$ cat config.mk
export PLATFORM = sky130hd
export DESIGN_NAME = truth_table_2_verilog_3inputs
export DESIGN_NICKNAME = d
export VERILOG_FILES = /design/src/rtl/truth_table_2_verilog_3inputs.sv
export SDC_FILE = /design/constraint.sdc
export NUM_CORES = 1
export LEC_CHECK = 0
export CORE_MARGIN = 4
export CORE_UTILIZATION = 32
export DETAILED_ROUTE_END_ITERATION = 6
export PLACE_DENSITY = 0.8
export SYNTH_ARGS = -nofsm -noshare
export SYNTH_HDL_FRONTEND = slang
export SYNTH_SLANG_ARGS = --single-unit
$ cat constraint.sdc
create_clock -name clk -period 2.21 [get_ports clk]
set_input_delay 0.5525 -clock clk [delete_from_list [all_inputs] [get_ports clk]]
set_output_delay 0.5525 -clock clk [all_outputs]
set_load 0.02 [all_outputs]
$ cat src/rtl/truth_table_2_verilog_3inputs.sv
// Programmable 3-input LUT: Y = tt_q[{a,b,c}] combinationally, y_q is Y one clock later.
// Optional input-coverage map is built only when TT_COV_EN is defined.
module truth_table_2_verilog_3inputs #(
  parameter logic [7:0] TT_INIT = 8'hE8
) (
  input  logic       clk,
  input  logic       rst,
  input  logic       a,
  input  logic       b,
  input  logic       c,
  output logic       Y,
  output logic       y_q,
  input  logic       tt_we,
  input  logic [7:0] tt_wdata,
  output logic [7:0] tt_q,
  input  logic       cov_clr,
  output logic [7:0] cov_map,
  output logic       cov_full
);

  logic [2:0] idx_s;
  logic [7:0] tt_d;
  logic       y_d;

  assign idx_s = {a, b, c};

  // Table lookup and next-state for the table and the registered result
  always_comb begin
    Y    = tt_q[idx_s];
    y_d  = Y;
    tt_d = tt_q;
    if (tt_we) begin
      tt_d = tt_wdata;
    end else begin
      tt_d = tt_q;
    end
  end

  // Table and result registers; reset restores the power-on function
  always_ff @(posedge clk or posedge rst) begin
    if (rst) begin
      tt_q <= TT_INIT;
      y_q  <= 1'b0;
    end else begin
      tt_q <= tt_d;
      y_q  <= y_d;
    end
  end

`ifdef TT_COV_EN
  logic [7:0] cov_map_q;
  logic [7:0] cov_map_d;
  logic [7:0] hit_s;

  // One-hot decode of the sampled index; clear has priority over a same-edge hit
  always_comb begin
    hit_s = 8'h00;
    case (idx_s)
      3'd0:    hit_s = 8'h01;
      3'd1:    hit_s = 8'h02;
      3'd2:    hit_s = 8'h04;
      3'd3:    hit_s = 8'h08;
      3'd4:    hit_s = 8'h10;
      3'd5:    hit_s = 8'h20;
      3'd6:    hit_s = 8'h40;
      3'd7:    hit_s = 8'h80;
      default: hit_s = 8'h00;
    endcase
    if (cov_clr) begin
      cov_map_d = 8'h00;
    end else begin
      cov_map_d = cov_map_q | hit_s;
    end
  end

  // Sticky coverage register
  always_ff @(posedge clk or posedge rst) begin
    if (rst) begin
      cov_map_q <= 8'h00;
    end else begin
      cov_map_q <= cov_map_d;
    end
  end

  assign cov_map  = cov_map_q;
  assign cov_full = (cov_map_q == 8'hFF);
`else
  logic unused_cov_clr;

  assign unused_cov_clr = cov_clr;
  assign cov_map        = 8'h00;
  assign cov_full       = 1'b0;
`endif

endmodule

==> results of run 1 <==
## routing by layer
layer	global-route usage	vias to the layer above
li1	-	155
met1	0.127	157
met2	0.154	22
met3	0.0474	0
met4	0.0682	0
met5	0	-
## how the worst max path moves through the flow
stage               startpoint  endpoint  slack, ns  depth (start not counted)
detailed placement           c         Y      -0.77                          4
global route                 a         Y       0.08                          4
floorplan                    c         Y       0.27                          2
finish                       a         Y       0.10                          4
global placement             c         Y      -0.77                          4
CTS                          a         Y    0.00006                          4
## cell usage after synthesis
cell type | instances | area, sq um
buf_4 | 9 | 67.6
mux2_2 | 9 | 101
dfrtp_1 | 5 | 125
dfstp_2 | 4 | 105
mux4_1 | 2 | 52.6
clkbuf_1 | 1 | 3.75
conb_1 | 1 | 3.75
inv_1 | 1 | 3.75
## cells by family (layout without fill, tap and decap cells)
group,Yosys count,after routing,share of synthesized area
muxes,11,11,0.332
buffers and inverters,11,35,0.162
other,1,9,0.00810
DFF,9,9,0.497
## worst reg2reg max path, stage by stage (launching register included)
cell     delay, ns
dfrtp_1       0.39
mux4_2        0.45
mux2_4        0.29
buf_4         0.13
## power by group through the flow
| stage | combinational (mW) | sequential, mW | clock, mW |
|---|---|---|---|
| 2_1_floorplan | 0.0625 | 0.224 | 0 |
| 3_3_place_gp | 0.159 | 0.199 | 0 |
| 3_5_place_dp | 0.161 | 0.200 | 0 |
| 4_1_cts | 0.165 | 0.199 | 0.132 |
| 5_1_grt | 0.178 | 0.201 | 0.141 |
| 6_report | 0.166 | 0.199 | 0.125 |
## state kept, by name, summed over array words and instances (netlist names)
name  flops
tt_q      8
y_q       1
## what timing repair did
| item | CTS | global route |
|---|---|---|
| gates resized for setup | 15 | 2 |
| buffers inserted | 0 | 1 |
| setup endpoints to repair | 1 | 1 |
| gates cloned | 0 | 0 |
## layout by cell type (no fill, tap or decap), drive strengths merged
master	n
clkdlybuf4s50	20
mux2	9
mux4	2
dfstp	4
dfrtp	5
inv	1
clkbuf	4
conb	9
buf	10
## cell type report
| cell class | instances | area (sq um) | area share |
|---|---|---|---|
| Multi-Input combinational cell | 20 | 184 | 0.250 |
| Clock buffer | 4 | 26.3 | 0.0357 |
| Timing Repair Buffer | 30 | 274 | 0.372 |
| Inverter | 1 | 3.75 | 0.00509 |
| Tap cell | 15 | 18.8 | 0.0255 |
| Sequential cell | 9 | 230 | 0.312 |
==> reports/metrics.yaml, run 1 <==
num_vias: 334
synth.distinct_cells: 8
critPathSlowestCell: "mux4_2"
cts_root_buf: "clkbuf_4"
wl_met3_microns: 145
die_w_microns: 46.0
power_mw: 0.490
dp_slack_ns: -0.773
wl_met2_microns: 445
nFillCells: 118
fin_ws_ns: 0.101
core_area_sq_um: 1330
drive_gt1_frac: 0.438
seq_area_frac_synth: 0.497
vias_per_cell: 4.23
clk_latency_ns: 0.25
cts-hold-fix-buffers: 0
achievable-frequency_ghz: 0.474
seqPwrFrac: 0.406
p_comb_frac: 0.339
worst-path-buf-inv: 2
worstPathMaxFanout: 2
netlist_area_sq_um: 463
swShare: 0.280
fin_util: 0.553
place_congestion: 0.593
insertedDiodeCount: 0
rrSetupSlack_ns: 0.85
slowest_delay_ns: 0.48
grt_overflow_total: 0
core.rowCount: 13
worstReg2RegEnd: "y_q$_DFF_PP0_"
internal_power_mw: 0.353
setup_viol: 0
cap_viol_max_count: 0
holdWs_ns: 0.563
r2r_start: "tt_q[4]$_DFFE_PP0P_"
path_class: "in2out"
peakVddDrop_mv: 0.301
antenna_found_initial: 0
totalNegativeSetupSlack_ns: 0
grt_pass1_vias: 352
fp.dieArea_sq_um: 2120
drt_iter0_markers: 6
grt_pass1_wl_microns: 1550
met1_length_microns: 399
dp_cells: 74
drt_first_pass_iters: 3
cts_tree: "done"
avgSynthCellArea_sq_um: 14.5
p_sw_mw: 0.137
htree_levels: 1
finalClockSkew_ns: 0.000628
ant_nets: 0
required_ns: 1.66
die_h_microns: 46.0
yosys_warnings: 0
path_clk_slew_ns: 0.06
final.min_clock_period_ns: 2.11
numPortBuffers: 23
clock_path_buffers: 2
track_usage: 0.107
wl_per_cell_microns: 12.5
drc: 0
rsz0062_at_grt: "false"
fin_area_sq_um: 737
ff2ff_path_depth: 3
grt_max_degree: 10
routed_wl_microns: 991
synthToLayoutAreaGrowth_pct: 59.2
path_cells: "buf_2 -> mux4_2 -> mux2_4 -> buf_6"
place_area_sq_um: 716
routed.top_layer: "met3"
initial_core_util: 0.347
startpoint_type: "input pin"
fin_nets: 80
maxSlewViolCount: 0
syn_inst: 32
fin_cells: 79
p_leak_nw: 0.328
critical_path.top_delay_family: "multiplexers"
worst_setup_path_end_kind: "output pin"
cp.arrival_ns: 1.56
cts_buffers: 3
hold_viol_final: 0
power-per-cell-area_nw_per_um2: 665
cts.sinks: 9
fin_crit_sh: 0.954
yosys_register_bits: 9
worstHoldPathType: "in2async"
status: "finished clean"
ios: 34
clockPowerShare: 0.255
Note: power is estimated with default switching activity, not from simulation.
==> run 2, diff against run 1 <==
CORE_AREA = 4 4 41 43   (was default)
CORE_MARGIN = default   (was 4)
CORE_UTILIZATION = default   (was 32)
DIE_AREA = 0 0 45 47   (was default)
DONT_BUFFER_PORTS = 1   (was default)
PLACE_DENSITY = 0.53   (was 0.8)
==> reports/metrics.yaml, run 2 (same netlist as run 1, synthesis figures left out) <==
cts_tree: "done"
synthToLayoutAreaGrowth_pct: 0.811
vias_per_cell: 4.69
power-per-cell-area_nw_per_um2: 851
hpwl_microns: 703
fin_crit_sh: 0.967
ctsResizeCount: 0
htree_levels: 1
drive_gt1_frac: 0.471
cap_viol_max_count: 0
top_register: "tt_q"
achievable-frequency_ghz: 0.468
routed_wl_microns: 797
p_leak_nw: 0.207
numPortBuffers: 0
cts_setup_buffers: 0
cp.arrival_ns: 1.58
cts_buffers: 3
clock_path_buffers: 2
cts_root_buf: "clkbuf_4"
totalNegativeSetupSlack_ns: 0
cts.sinks: 9
final.min_clock_period_ns: 2.14
maxSlewViolCount: 0
worst_setup_path_end_kind: "output pin"
grt_overflow_total: 0
hold_viol_final: 0
wl_per_cell_microns: 16.3
antenna_found_initial: 0
die_w_microns: 45
grt_pass1_vias: 228
num_vias: 230
fin_nets: 50
place_congestion: 0.597
ios: 34
track_usage: 0.0803
rsz0062_at_grt: "false"
fp.dieArea_sq_um: 2120
top_regs: "tt_q: 8 flops, y_q: 1 flops"
clk_latency_ns: 0.25
cts-hold-fix-buffers: 0
path_class: "reg2out"
core_area_sq_um: 1300
die_h_microns: 47
fin_ws_ns: 0.0739
core.rowCount: 13
dp_slack_ns: 0.238
finalClockSkew_ns: 0.00312
worstPathMaxFanout: 3
final_cell_mix: "mux2_2, conb_1, dfrtp_1"
largest_reg_flops: 8
peakVddDrop_mv: 0.305
grt_pass1_wl_microns: 1130
setup_viol: 0
initial_core_util: 0.356
path_clk_slew_ns: 0.06
grt_max_degree: 10
status: "finished clean"
startpoint_type: "flop"
worstHoldPathType: "in2async"
drc: 0
drt_iter0_markers: 2
required_ns: 1.66
insertedDiodeCount: 0
ant_nets: 0
drt_first_pass_iters: 2
## run 2: cell count changes in the layout (fill, tap and decap cells not counted), moves of 2 or more
cell,delta
mux4_1,+2
buf_4,-7
buf_2,-2
clkdlybuf4s50_1,-20
mux4_2,-2
## run 2: cell type report
type / instances / area [sq um]
Multi-Input combinational cell: 20 / 188
Inverter: 1 / 3.75
Tap cell: 15 / 18.8
Sequential cell: 9 / 230
Fill cell: 136 / 835
Clock buffer: 4 / 26.3
## run 2: where the power goes
part           total (mW)  leakage, nW  switching (mW)  internal, mW
Clock               0.119       0.0150          0.0498        0.0691
Combinational      0.0516       0.0911          0.0279        0.0237
Sequential          0.227        0.101          0.0374         0.189
Total               0.397        0.207           0.115         0.282
## run 2: routing by layer
| layer | vias to the layer above | global-route usage | share of wire |
|---|---|---|---|
| met4 | 0 | 0.0351 | 0 |
| met1 | 112 | 0.0714 | 0.28 |
| met3 | 0 | 0.0728 | 0.18 |
| met2 | 20 | 0.127 | 0.54 |
| met5 | - | 0 | 0 |
| li1 | 98 | - | - |
## run 2: path summary, 6_finish.rpt
path	start	endpoint	slack, ns	cells past startpoint
max	tt_q[4]$_DFFE_PP0P_	Y	0.07	2
min	rst	tt_q[1]$_DFFE_PP0P_	0.14	1
max reg2reg	tt_q[4]$_DFFE_PP0P_	y_q$_DFF_PP0_	0.74	2
min reg2reg	tt_q[3]$_DFFE_PP1P_	tt_q[3]$_DFFE_PP1P_	0.67	1
max in group asynchronous	rst	tt_q[7]$_DFFE_PP1P_	1.78	1
min in group clk	tt_wdata[1]	tt_q[1]$_DFFE_PP0P_	0.45	1
## run 2: worst max-delay path: stages, from the launching register on
cell     delay [ns]
dfrtp_1        0.46
mux4_1         0.53
mux2_2         0.34
## run 2: stage by stage
stage                util  std cells  power (mW)  hold slack (ns)  cell area (sq um)
floorplan               -         40       0.286            0.378                493
detailed placement  0.338         45       0.282            0.413                440
global placement    0.338         45       0.279            0.406                440
CTS                 0.359         49       0.405            0.138                467
global route        0.359         49       0.422            0.146                467
finish              0.359         49       0.397            0.139                467
==> run 3, diff against run 2 <==
HOLD_SLACK_MARGIN = 0.12   (was default)
==> results of run 3 <==
No change in the layout: final DEF, timing and power equal those of run 2.
